<file path="config.mk">
export PLATFORM = sky130hd
export DESIGN_NAME = usb_rx_ctrl
export DESIGN_NICKNAME = d
export VERILOG_FILES = /design/src/rtl/usb_rx_ctrl.sv
export SDC_FILE = /design/constraint.sdc
export NUM_CORES = 1
export LEC_CHECK = 0
export BUFFER_PORTS_ARGS = -buffer_cell sky130_fd_sc_hd__buf_2
export CAP_MARGIN = 5
export CORE_UTILIZATION = 35
export DETAILED_ROUTE_END_ITERATION = 7
export HOLD_SLACK_MARGIN = 0.05
export PLACE_DENSITY_LB_ADDON = 0.2
export RECOVER_POWER = 100
export SETUP_SLACK_MARGIN = 0.2
export SYNTH_ARGS = -nofsm -noshare
export SYNTH_HDL_FRONTEND = slang
export SYNTH_SLANG_ARGS = --single-unit
export TNS_END_PERCENT = 50
</file>
<file path="constraint.sdc">
create_clock -name clk -period 2.7 [get_ports clk]
set_clock_uncertainty 0.2 [all_clocks]
set_input_delay 0.54 -clock clk [delete_from_list [all_inputs] [get_ports clk]]
set_output_delay 0.54 -clock clk [all_outputs]
set_load 0.02 [all_outputs]
</file>
<file path="src/rtl/usb_rx_ctrl.sv">
// Transaction controller for the USB receive path: sequences OUT and IN transactions,
// gates rx buffer writes and requests handshakes. Optional bus-turnaround timeout: USB_RX_CTRL_TIMEOUT_EN.
module usb_rx_ctrl #(
    parameter int MAX_BYTES      = 64,
    parameter int TIMEOUT_CYCLES = 1024
) (
    input  logic       clk,
    input  logic       rst,
    input  logic [2:0] rx_packet,
    input  logic       store_rx_packet,
    input  logic       data_loaded,
    input  logic       packet_done,
    input  logic       r_error,
    input  logic       tx_done,
    input  logic       tx_data_avail,
    input  logic       rx_data_consumed,
    input  logic       err_clear,
    output logic [1:0] tx_packet,
    output logic       tx_start,
    output logic       rx_buf_wr_en,
    output logic       rx_flush,
    output logic       rx_data_ready,
    output logic       rx_error_flag,
    output logic       tx_transfer_done,
    output logic       rx_transfer_active,
    output logic [6:0] byte_count
);

    localparam logic [2:0] PID_OUT  = 3'd1;
    localparam logic [2:0] PID_IN   = 3'd2;
    localparam logic [2:0] PID_DATA = 3'd3;
    localparam logic [2:0] PID_ACK  = 3'd4;

    localparam logic [1:0] TX_NONE = 2'd0;
    localparam logic [1:0] TX_ACK  = 2'd1;
    localparam logic [1:0] TX_NAK  = 2'd2;
    localparam logic [1:0] TX_DATA = 2'd3;

    localparam logic [6:0] BC_MAX = 7'(MAX_BYTES);
    localparam logic [6:0] BC_SAT = 7'(MAX_BYTES + 1);

    // byte_count must hold MAX_BYTES+1 in 7 bits
    if (MAX_BYTES < 1 || MAX_BYTES > 126 || TIMEOUT_CYCLES < 2) begin : g_param_check
        $error("usb_rx_ctrl: MAX_BYTES or TIMEOUT_CYCLES out of range");
    end

    typedef enum logic [2:0] {
        IDLE,
        OUT_WAIT_DATA,
        OUT_DATA,
        SEND_HS,
        IN_SEND,
        IN_WAIT_ACK
    } state_t;

    state_t     state, state_nxt;
    logic       accept, accept_nxt;
    logic [1:0] tx_packet_nxt;
    logic       tx_start_nxt;
    logic       wr_en_nxt;
    logic       flush_nxt;
    logic       ready_nxt;
    logic       err_nxt;
    logic       done_nxt;
    logic [6:0] count_nxt;
    logic [6:0] count_inc;
    logic       set_ready;
    logic       set_err;

    function automatic logic [6:0] sat_inc(input logic [6:0] c);
        return (c >= BC_SAT) ? BC_SAT : c + 7'd1;
    endfunction

`ifdef USB_RX_CTRL_TIMEOUT_EN
    localparam int TMO_W = $clog2(TIMEOUT_CYCLES + 1);
    logic [TMO_W-1:0] tmo_cnt;
    logic             tmo_hit;

    assign tmo_hit = (tmo_cnt == TMO_W'(TIMEOUT_CYCLES - 1));

    always_ff @(posedge clk or posedge rst) begin
        if (rst) begin
            tmo_cnt <= '0;
        end else if (state_nxt != state) begin
            tmo_cnt <= '0;
        end else if (state == OUT_WAIT_DATA || state == IN_WAIT_ACK) begin
            tmo_cnt <= tmo_cnt + 1'b1;
        end else begin
            tmo_cnt <= '0;
        end
    end
`endif

    always_comb begin
        state_nxt     = state;
        accept_nxt    = accept;
        tx_packet_nxt = tx_packet;
        tx_start_nxt  = 1'b0;
        wr_en_nxt     = rx_buf_wr_en;
        flush_nxt     = 1'b0;
        done_nxt      = 1'b0;
        count_nxt     = byte_count;
        set_ready     = 1'b0;
        set_err       = 1'b0;
        // a byte arriving with EOP is counted before the overflow check
        count_inc     = data_loaded ? sat_inc(byte_count) : byte_count;

        case (state)
            IDLE: begin
                if (store_rx_packet) begin
                    if (rx_packet == PID_OUT) begin
                        accept_nxt = !rx_data_ready;
                        state_nxt  = OUT_WAIT_DATA;
                    end else if (rx_packet == PID_IN) begin
                        tx_packet_nxt = tx_data_avail ? TX_DATA : TX_NAK;
                        tx_start_nxt  = 1'b1;
                        state_nxt     = IN_SEND;
                    end
                end
            end
            OUT_WAIT_DATA: begin
                if (store_rx_packet) begin
                    if (rx_packet == PID_DATA) begin
                        count_nxt = 7'd0;
                        wr_en_nxt = accept;
                        state_nxt = OUT_DATA;
                    end else begin
                        set_err   = 1'b1;
                        state_nxt = IDLE;
                    end
                end
`ifdef USB_RX_CTRL_TIMEOUT_EN
                else if (tmo_hit) begin
                    set_err   = 1'b1;
                    state_nxt = IDLE;
                end
`endif
            end
            OUT_DATA: begin
                wr_en_nxt = accept;
                count_nxt = count_inc;
                if (packet_done) begin
                    wr_en_nxt = 1'b0;
                    if (r_error) begin
                        flush_nxt = 1'b1;
                        set_err   = 1'b1;
                        state_nxt = IDLE;
                    end else if (!accept || count_inc > BC_MAX) begin
                        tx_packet_nxt = TX_NAK;
                        tx_start_nxt  = 1'b1;
                        flush_nxt     = 1'b1;
                        set_err       = (count_inc > BC_MAX);
                        state_nxt     = SEND_HS;
                    end else begin
                        tx_packet_nxt = TX_ACK;
                        tx_start_nxt  = 1'b1;
                        set_ready     = 1'b1;
                        state_nxt     = SEND_HS;
                    end
                end
            end
            SEND_HS: begin
                if (tx_done) begin
                    tx_packet_nxt = TX_NONE;
                    state_nxt     = IDLE;
                end
            end
            IN_SEND: begin
                if (tx_done) begin
                    tx_packet_nxt = TX_NONE;
                    state_nxt     = (tx_packet == TX_DATA) ? IN_WAIT_ACK : IDLE;
                end
            end
            IN_WAIT_ACK: begin
                if (store_rx_packet) begin
                    done_nxt  = (rx_packet == PID_ACK);
                    state_nxt = IDLE;
                end
`ifdef USB_RX_CTRL_TIMEOUT_EN
                else if (tmo_hit) begin
                    state_nxt = IDLE;
                end
`endif
            end
            default: begin
                state_nxt = IDLE;
            end
        endcase

        // new events take priority over host clear strobes
        ready_nxt = set_ready | (rx_data_ready & !rx_data_consumed);
        err_nxt   = set_err | (rx_error_flag & !err_clear);
    end

    always_ff @(posedge clk or posedge rst) begin
        if (rst) begin
            state              <= IDLE;
            accept             <= 1'b0;
            tx_packet          <= TX_NONE;
            tx_start           <= 1'b0;
            rx_buf_wr_en       <= 1'b0;
            rx_flush           <= 1'b0;
            rx_data_ready      <= 1'b0;
            rx_error_flag      <= 1'b0;
            tx_transfer_done   <= 1'b0;
            rx_transfer_active <= 1'b0;
            byte_count         <= 7'd0;
        end else begin
            state              <= state_nxt;
            accept             <= accept_nxt;
            tx_packet          <= tx_packet_nxt;
            tx_start           <= tx_start_nxt;
            rx_buf_wr_en       <= wr_en_nxt;
            rx_flush           <= flush_nxt;
            rx_data_ready      <= ready_nxt;
            rx_error_flag      <= err_nxt;
            tx_transfer_done   <= done_nxt;
            rx_transfer_active <= (state_nxt == OUT_WAIT_DATA) || (state_nxt == OUT_DATA);
            byte_count         <= count_nxt;
        end
    end

endmodule

</file>
======== Yosys cells after proc, flatten, opt, wreduce, memory -nomap -nowiden ========
Index checks and enable logic that the tools add are counted.
word-level totals
  bits in registers ....................... 20
  output and inout bits ................... 16
  word-level logic and storage cells ...... 103
cells by class
  add/sub/neg operators ................... 1
  order comparisons ....................... 2
  eq/ne operators ......................... 20
  mux-type cells .......................... 52
  bitwise gates (word level) .............. 4
  reduce and logical (&&, ||, !) cells .... 13
operators by type and width
  operator                                              count
  two-way mux 7 bit                                     4
  two-way mux 3 bit                                     9
  two-way mux 1 bit                                     24
  two-way mux 2 bit                                     9
  case mux 3 bit (6 select lines)                       1
  == test 3 x 2 -> 1 bit, second input constant         5
  != test 2 bit, second input constant                  7
  case mux 7 bit (2 select lines)                       1
  == test 3 x 1 -> 1 bit, second input constant         3
  == test 3 bit, second input constant                  3
  adder 7 x 1 -> 7 bit, second input constant           1
  >= comparator 7 bit, second input constant            1
  greater-than comparator 7 bit, second input constant  1
  AND reduction 7 bit                                   1
  case mux 1 bit (2 select lines)                       3
  case mux 2 bit (3 select lines)                       1
  AND reduction 3 bit                                   2
  logical NOT 1 bit                                     4
  logical NOT 3 bit                                     1
  nonzero test 3 bit                                    1
  AND 1 bit                                             2
  == test 2 bit, second input constant                  1
  logical OR 1 bit                                      2
  != test 2 x 1 -> 1 bit, second input constant         1
  3 further kinds                                       4

======== Depth between registers and ports, before layout ========
Gate-level depths: netlist (run 1).
  word-level depth ........................ 10
  depth in mapped cells ................... 7

======== Least setup slack after synthesis (run 1) ========
Ideal clock, no wire load.
  kind .................................... reg2reg
  from .................................... register byte_count[1]
  to ...................................... register rx_data_ready
  setup time .............................. 0.122 ns
  arrival time ............................ 1.843 ns
  required time ........................... 2.378 ns
  slack ................................... 0.535 ns
  cell stages (with the launch flop) ...... 8
  path buffers ............................ 0
  cells stage by stage .................... dfrtp_1 -> inv_1 -> ha_1 -> nor4_1 -> a21oi_1 -> a211oi_1 -> nor2_2 -> a32o_1
on the way
  word-level cells in the longest chain between the ends .. 10
RTL lines
  element                                                             line  RTL
  start, declared                                                     26    output logic [6:0] byte_count
  start signal, assigned                                              219   byte_count <= count_nxt;
  adder 7 x 1 -> 7 bit / >= comparator 7 bit (equally long branches)  71    return (c >= BC_SAT) ? BC_SAT : c + 7'd1;
  two-way mux 7 bit                                                   71
  two-way mux 7 bit (*)                                               106   count_inc = data_loaded ? sat_inc(byte_count) : byte_count;
  greater-than comparator 7 bit (*)                                   148   end else if (!accept || count_inc > BC_MAX) begin
  logical OR 1 bit (*)                                                148
  two-way mux 1 bit (*)                                               148
  two-way mux 1 bit (*)                                               144   if (r_error) begin
  two-way mux 1 bit (*)                                               142   if (packet_done) begin
  two-way mux 1 bit (*)                                               108   case (state)
  OR 1 bit (*)                                                        191   ready_nxt = set_ready | (rx_data_ready & !rx_data_consumed);
  named net ready_nxt                                                 62    logic ready_nxt;
  end signal, assigned                                                215   rx_data_ready <= ready_nxt;
  end, declared                                                       22    output logic rx_data_ready,
The timed path passes the listed nets; every way through them passes the cells marked *.
A chain may end at the register's enable or synchronous reset.

======== Worst setup path in the final report (run 1) ========
  from .................................... register byte_count[0]
  to ...................................... register rx_data_ready
Same word-level chain as after synthesis.

==> results of run 1 <==
[power breakdown]
part | leakage (nW) | internal, mW | switching, mW
Clock | 0.0210 | 0.0822 | 0.0923
Combinational | 0.309 | 0.102 | 0.169
Sequential | 0.269 | 0.350 | 0.0701
Total | 0.599 | 0.534 | 0.331
[worst register-to-register path: cells and delay by family, from the launching register on]
family | cells | cell delay [ns]
compound gates | 3 | 0.77
fa+ha+maj | 1 | 0.24
flops | 1 | 0.50
simple gates | 2 | 0.49
[sequential cells by signal, summed over array words and instances (netlist names)]
register	flops
state	3
rx_buf_wr_en	1
byte_count	7
rx_flush	1
rx_data_ready	1
tx_start	1
accept	1
tx_packet	2
rx_transfer_active	1
tx_transfer_done	1
rx_error_flag	1
[how the worst max path moves through the flow]
stage	start	to	slack, ns
2_1_floorplan	byte_count[1]	rx_data_ready	0.54
3_3_place_gp	byte_count[0]	rx_data_ready	0.52
3_5_place_dp	byte_count[1]	rx_data_ready	0.41
4_1_cts	byte_count[1]	rx_data_ready	0.38
5_1_grt	byte_count[1]	rx_data_ready	0.19
6_report	byte_count[0]	rx_data_ready	0.41
[final cells by class]
cell class | count | area (sq um)
inverters | 7 | 26.3
repair buffers | 28 | 121
flip-flops and latches | 20 | 500
well taps | 46 | 57.6
fillers | 368 | 1930
clock buffers | 4 | 36.3
multi-input cells | 106 | 663
[routing by layer]
layer	vias up	wire length [microns]
met3	2	141
met2	27	1390
met5	-	0
li1	558	-
met4	0	18
met1	538	1320
[logic make-up (layout without fill, tap and decap cells)]
family,after synthesis,in the layout,synth area share (%)
AO/OA/AOI/OAI,42,42,23.8
multiplexers,1,1,0.922
adder cells (fa/ha/maj),2,2,2.05
AND/OR/NAND/NOR,61,61,28.2
buffers and inverters,11,39,4.10
flip-flops,20,20,41.0
[stage by stage]
step	power [mW]	instance area, sq um
2_1_floorplan	0.615	1220
3_3_place_gp	0.698	1400
3_5_place_dp	0.709	1400
4_1_cts	0.883	1430
5_1_grt	0.922	1410
6_report	0.866	1410
[placed cells by master, fill, tap and decap left out, types with 4 or more instances in the layout]
cell type / netlist / routed
sky130_fd_sc_hd__a21oi_1: 5 / 5
sky130_fd_sc_hd__nand2_1: 13 / 13
sky130_fd_sc_hd__clkbuf_1: 2 / 15
sky130_fd_sc_hd__nand3_1: 4 / 4
sky130_fd_sc_hd__nor3_1: 4 / 4
sky130_fd_sc_hd__nor3b_1: 4 / 5
sky130_fd_sc_hd__o21ai_0: 11 / 12
sky130_fd_sc_hd__dfrtp_1: 20 / 20
sky130_fd_sc_hd__nor2_1: 9 / 10
sky130_fd_sc_hd__inv_1: 7 / 7
sky130_fd_sc_hd__buf_2: 1 / 13
sky130_fd_sc_hd__nand2b_1: 8 / 8
==> impl_results.md, run 1 <==
* Placed wire-length estimate at 2.24 mm
* Number of maximum-capacitance constraint violations at 0
* H-tree Lvls at 1
* Leakage power at 0.599 nW
* Cells traversed along the worst timing path: ha_1, nor4_1, a21oi_1, a211oi_1, nor2_1, a32o_1
* Total instance count after detailed placement at a little over 200
* CTS tree: done
* Maximum buffer depth of the clock tree at 2
* Fraction of synthesized cell area taken by the top area cell type at a little over 40%
* Number of port buffers at 28
* Setup repair after global routing missed its margin: no
* Average wire per cell in the routed design at ~14 microns
* Seq cells post-synth at 20
* Status: finished clean
* Most utilized layer in the global route result: met2
* Worst r2r dst: rx_data_ready
* VDD IR-drop max at roughly 0.22 mV
* Delay of the slowest cell on the worst path at roughly 0.5 ns
* Buffer and inverter count on the worst path at 0
* Met3 layer usage reported by global route at about 3.2%
* Wire length of the first global-routing pass at 4.56 mm
* Relative max-transition margin at approximately two fifths
* Count of pins over their slew limit at 0
* Post-CTS Resized at 0
* Mean cell area of the mapped netlist at 8.91 sq um
* Clock Pin Slew Worst Setup and Hold Paths at between 0.1 and 0.15 ns
* Remaining routing DRC violations at 0
* Number of nets in the final layout at 181
* CP required at about 2.7 ns
* Transition at the pin with the smallest max-transition slack at 0.902 ns
* Pin count of the biggest net entering global routing at 21
* TritonCTS buffer count at 3
* Via count of the first global-routing pass at roughly 1,000
* Worst endpoint data arrival time at between 2 and 2.5 ns
* Most frequent cell after synthesis: sky130_fd_sc_hd__dfrtp_1
* Last weighted congestion value of the routability-driven placer at about 0.9
* Width of the die at between 60 and 70 microns
* Count of boundary I/O pins at 29
* Final core area utilization at a little over two fifths
* Ratio of final minimum period to clock period at 84.8%
* Clock latency reported for the late side of the worst-skew pair at about 0.3 ns
* Yosys synthesis warning count at 0
* GR Util met2 at a little over a quarter
* Slowest CP cell: sky130_fd_sc_hd__dfrtp_1
* Number of iterations in the first detailed-routing pass at 4
* Setup CP Type: reg2reg
* CP endpoint kind: flip-flop
* Pre-CTS setup slack at 0.405 ns
* Most area-hungry cell type in the Yosys netlist: sky130_fd_sc_hd__dfrtp_1
* Most instantiated cells after synthesis: sky130_fd_sc_hd__dfrtp_1, sky130_fd_sc_hd__nand2_1, sky130_fd_sc_hd__o21ai_0
* Post-Synthesis Cells at 137
* Vertical die dimension at roughly 61 microns
* GRT Total Usage at 16.4%
* Core footprint at about 3300 sq um
* Nature of the critical path startpoint: flip-flop
* Number of sinks on the clock net at 20
* Count of vias placed by the detailed router at about 1,100
* Endpoints failing hold at 0
* Number of hold buffers added after cts at 0
* CP top delay family: compound AO/OA/AOI/OAI gates
* Starting density of the core at a little over a third
* Synth-to-Final Area Change at 15.1%
* Detail-routed via count per cell at approximately 5.3
* Grt ovf at 0
* Path type of the worst min-delay path: in2async
* Area of the die at between 3000 and 4000 sq um
* Final WS setup at 0.410 ns
* Fraction of synthesis flops using an asynchronous set or reset pin at 100%
* Prevailing post-synth register cell: sky130_fd_sc_hd__dfrtp_1
* Number of cells on the critical path at 6
* Sequential cell area fraction in the yosys report at around two fifths
* Final standard cell count with taps included and fillers excluded at about 210
* Detailed Route WL at about 2.9 mm
* Std cell rows at 21
* Distinct cells, synth at 48
* Cell at the root of the clock tree: sky130_fd_sc_hd__clkbuf_4
* Number of enable flip-flop cells after synthesis at 0
* Initial antenna violation count at 0
* Aggregate negative setup slack at 0 ns
* Slack of the worst reg-to-reg path at 0.41 ns
* Antenna-violating nets left at 0
* Violation count after the first detailed-routing iteration at roughly 70
* Final setup violation count at 0
* Cell types with the largest area share after synthesis: sky130_fd_sc_hd__dfrtp_1, sky130_fd_sc_hd__o21ai_0, sky130_fd_sc_hd__nand2b_1, sky130_fd_sc_hd__nand2_1, sky130_fd_sc_hd__nor2_1
* Fraction of met1 tracks used by global routing at around 22%
* Final antenna diode count at 0
* Peak Freq at roughly 440 MHz
* Cell area after synthesis at 1220 sq um
* Source of the worst register-to-register timing path: byte_count[0]
* Power density over cell area at approximately 620 nW/um^2
* Synthesized netlist net count at between 150 and 200
* Final Critical Period at ~2.3 ns
* Maximum net fanout on the critical path at 9
* Post-CTS setup buffer count at 0
* Layout cells sized above 1 at 12.7%
* Minimum hold slack at 0.156 ns
* Path depth of the worst reg2reg path at 6
No activity file was read; power rests on OpenSTA's default activity.
==> inputs of run 2 (changes only) <==
- ABC_AREA: unset -> 1
- clock period: 2.7 -> 1.9 ns (I/O delays scaled with it)
==> run 2 against run 1 <==
Combinational power increased to 3.8 times the previous value. Clock power increased by 48%. Design area up 12%. Sequential power rose by 72%. Critical path type unchanged. Largest power group is now combinational cells.
==> impl_results.md, run 2 <==
* Number of stages on the worst hold path at 2
* TritonCTS buffer count at 3 (unchanged)
* Setup repair after global routing missed its margin: yes
* Detailed Route WL at 2.94 mm (+2.6%)
* Final core area utilization at 46.7% (+4.6 points)
* Part of the total power dissipated in the clock network at 12.8% (-7.4 points)
* Switch share at 47.6% (+9.3 points)
* Seq cells post-synth at 20 (unchanged)
* Yosys synthesis warning count at 0 (unchanged)
* Largest registers in the final layout: byte_count: 7 flops, state: 3 flops, tx_packet: 2 flops
* Share of power burned in registers at 35.9% (-13 points)
* Pin count of the biggest net entering global routing at 21 (unchanged)
* Total instance count after detailed placement at 245 (+18%)
* Layout cells sized above 1 at 28.2% (+16 points)
* Max FFs per register at 7 (unchanged)
* Pre-CTS setup slack at 0.133 ns (-0.272 ns)
* Prevailing post-synth register cell: sky130_fd_sc_hd__dfrtp_1
* Number of enable flip-flop cells after synthesis at 0 (unchanged)
* Via count of the first global-routing pass at 1,087 (+6.4%)
* Fraction of synthesis flops using an asynchronous set or reset pin at 100% (unchanged)
* Most utilized layer in the global route result: met2
* Final antenna diode count at 0 (unchanged)
* Leakage power at 0.752 nW (+25%)
* Clock latency reported for the late side of the worst-skew pair at 0.30 ns (about the same)
* Minimum hold slack at 0.0637 ns (-0.0918 ns)
* Portion of total power attributed to combinational logic at 51.4% (+20 points)
* GR Util met2 at 25.3% (-1.1 points)
* Slack of the worst reg-to-reg path at 0.12 ns (-0.29 ns)
* Path depth of the worst reg2reg path at 8 (+2)
* Most used cell along the critical path: sky130_fd_sc_hd__nand2_1
* Multi-input logic area at 673 sq um (+1.5%)
* Number of sinks on the clock net at 20 (unchanged)
* Mean cell area of the mapped netlist at 7.27 sq um (-18%)
* Slowest CP cell: sky130_fd_sc_hd__dfrtp_2
* Nature of the critical path startpoint: flip-flop
* Width of the die at 61.6 microns (+0.84%)
* Clock Pin Slew Worst Setup and Hold Paths at 0.12 ns (about the same)
* Status: finished clean
* Count of boundary I/O pins at 29 (unchanged)
* CP required at 1.91 ns (-0.79 ns)
* Path type of the worst min-delay path: in2reg
* Register name with the most flops: byte_count
* Worst endpoint data arrival time at 1.79 ns (-0.50 ns)
* Most instantiated cells after synthesis: sky130_fd_sc_hd__nand2_1, sky130_fd_sc_hd__inv_1, sky130_fd_sc_hd__dfrtp_1
* Grt ovf at 0 (unchanged)
* Synth-to-Final Area Change at 26.5%
* Setup CP Type: reg2reg
* Cell at the root of the clock tree: sky130_fd_sc_hd__clkbuf_4
* Last weighted congestion value of the routability-driven placer at 0.851 (-5.1%)
* VDD IR-drop max at 0.449 mV (+100%)
* CTS tree: done
* Met3 layer usage reported by global route at 3.57% (+0.42 points)
* CP endpoint kind: flip-flop
* Starting density of the core at 36.9% (+0.35 points)
* Average wire per cell in the routed design at 11.5 microns (-15%)
* Vertical die dimension at 61.6 microns (+0.84%)
* Delay of the slowest cell on the worst path at 0.49 ns (about the same)
* Endpoints failing hold at 0 (unchanged)
* Fraction of synthesized cell area taken by the top area cell type at 40.3% (-0.70 points)
* Worst Hold Launch: rx_data_consumed
* Maximum buffer depth of the clock tree at 2 (unchanged)
* Remaining routing DRC violations at 0 (unchanged)
* Area of the die at 3790 sq um (+1.7%)
* Violation count after the first detailed-routing iteration at 35 (-51%)
* Cells traversed along the worst timing path: buf_6, o21ai_0, a21boi_2, nand3_1, nand2_2, nand3_2, nand2_1, nand2_1
* Fraction of met1 tracks used by global routing at 24.2% (+2.2 points)
* Synthesized netlist net count at 186 (+22%)
* Cell types with the largest area share after synthesis: sky130_fd_sc_hd__dfrtp_1, sky130_fd_sc_hd__nand2_1, sky130_fd_sc_hd__inv_1, sky130_fd_sc_hd__nand3_1, sky130_fd_sc_hd__nor2_1
* Peak Freq at 562 MHz (+29%)
* Total power of the final layout at 2.01 mW (+130%)
* Filler cell count in the final layout at 378 (+2.7%)
* Final standard cell count with taps included and fillers excluded at 255 (+21%)
* Count of pins over their slew limit at 0 (unchanged)
* H-tree Lvls at 1 (unchanged)
* GRT Total Usage at 17.0% (+0.52 points)
* Antenna-violating nets left at 0 (unchanged)
* Final Critical Period at 1.78 ns (-0.512 ns)
* Core footprint at 3360 sq um (+0.79%)
* Placed wire-length estimate at 2.18 mm (-2.6%)
* Number of port buffers at 28 (unchanged)
* Wire length of the first global-routing pass at 4.71 mm (+3.3%)
* Std cell rows at 21 (unchanged)
* Count of vias placed by the detailed router at 1,205 (+7.1%)
* Top library cells by usage in the layout, fill and taps aside: sky130_fd_sc_hd__nand2_1, sky130_fd_sc_hd__inv_1, sky130_fd_sc_hd__dfrtp_1
* Relative max-transition margin at 66.2% (+26 points)
* Power density over cell area at 1280 nW/um^2 (+110%)
* Sequential cell area fraction in the yosys report at 40.3% (-0.70 points)
* Transition at the pin with the smallest max-transition slack at 0.508 ns (-0.394 ns)
* Detail-routed via count per cell at 4.73 (-11%)
* Net switching component of the power at 0.957 mW (+190%)
* Number of iterations in the first detailed-routing pass at 4 (unchanged)
* Most frequent standard cell in the layout excluding fill and tap cells: sky130_fd_sc_hd__nand2_1
* Area occupied by registers at 503 sq um (+0.50%)
* Source of the worst register-to-register timing path: byte_count[0]
* Most frequent cell after synthesis: sky130_fd_sc_hd__nand2_1
* Internal power at 1.05 mW (+97%)
* Final WS setup at 0.122 ns (-0.288 ns)
* Initial antenna violation count at 0 (unchanged)
* Most area-hungry cell type in the Yosys netlist: sky130_fd_sc_hd__dfrtp_1
* Distinct cells, synth at 28 (-42%)
* Cell area after synthesis at 1240 sq um (+1.7%)
* Worst r2r dst: tx_packet[1]
* Maximum net fanout on the critical path at 5 (-4)
* Sink of the worst hold path: rx_data_ready
* Number of nets in the final layout at 225 (+24%)
* Post-Synthesis Cells at 171 (+25%)
* Number of maximum-capacitance constraint violations at 0 (unchanged)
* Ratio of final minimum period to clock period at 93.6% (+8.8 points)
* Final setup violation count at 0 (unchanged)
[run 2: cell count changes after synthesis, moves of 4 or more]
cell and change:
sky130_fd_sc_hd__nor2_1 +6, sky130_fd_sc_hd__nand2_1 +24, sky130_fd_sc_hd__nand3_1 +11, sky130_fd_sc_hd__nor2_2 +4
sky130_fd_sc_hd__nand2b_1 -8, sky130_fd_sc_hd__nand2_2 +4, sky130_fd_sc_hd__inv_2 +6, sky130_fd_sc_hd__inv_1 +17
sky130_fd_sc_hd__nor3b_1 -4
[run 2: through the flow]
stage / setup TNS [ns] / area (sq um)
after global routing: -0.00267 / 1570
after global placement: 0 / 1450
after detailed placement: 0 / 1450
after CTS: 0 / 1540
final: 0 / 1570
after floorplan: 0 / 1250
[run 2: worst max-delay path by stage]
| stage | startpoint | endpoint | cells past startpoint |
|---|---|---|---|
| after CTS | byte_count[1] | rx_flush | 13 |
| after floorplan | byte_count[1] | rx_error_flag | 13 |
| final | byte_count[0] | tx_packet[1] | 8 |
| after global placement | data_loaded | rx_flush | 12 |
| after global routing | byte_count[0] | tx_packet[1] | 11 |
| after detailed placement | byte_count[1] | rx_flush | 13 |
[run 2: final cells by class]
class / instances / share of cell area, %
multi-input combinational: 118 / 42.8
sequential: 20 / 32.0
timing repair buffer: 37 / 12.0
inverter: 30 / 7.17
tap: 46 / 3.66
clock buffer: 4 / 2.31
[run 2: per-layer routing]
metal / vias up / part of all wire [%]
met5: - / 0
met4: 0 / 1.1
met3: 4 / 4.6
met2: 29 / 44
met1: 553 / 50
li1: 619 / -
[run 2: power groups by stage]
stage / Combinational (mW) / Clock, mW / Sequential (mW)
global placement: 0.917 / 0 / 0.715
CTS: 1.00 / 0.261 / 0.712
floorplan: 0.523 / 0 / 0.850
detailed placement: 0.919 / 0 / 0.727
finish: 1.03 / 0.257 / 0.722
global route: 1.15 / 0.289 / 0.740
[run 2: critical path, delay by kind of cell, from the launching register on]
family / cells / cell delay, ns
compound gates: 2 / 0.46
flops: 1 / 0.49
buf+inv: 1 / 0.15
simple gates: 5 / 0.39
[run 2: logic make-up (layout without fill, tap and decap cells)]
kind of cell    count (synthesis)  count (layout)  synth area share [%]
buf+inv                        33              71                  10.9
compound gates                 27              27                  12.3
simple gates                   88              88                  33.7
flops                          20              20                  40.3
mux                             1               1                 0.806
fa+ha+maj                       2               2                  2.01
[run 2: timing repair]
action / 4_1_cts / 5_1_grt
hold buffers: 1 / 0
endpoints found under the hold margin: 20 / 0
buffers inserted: 4 / 1
pin swaps: 1 / 6
resized for setup: 4 / 12
setup endpoints to repair: 6 / 16
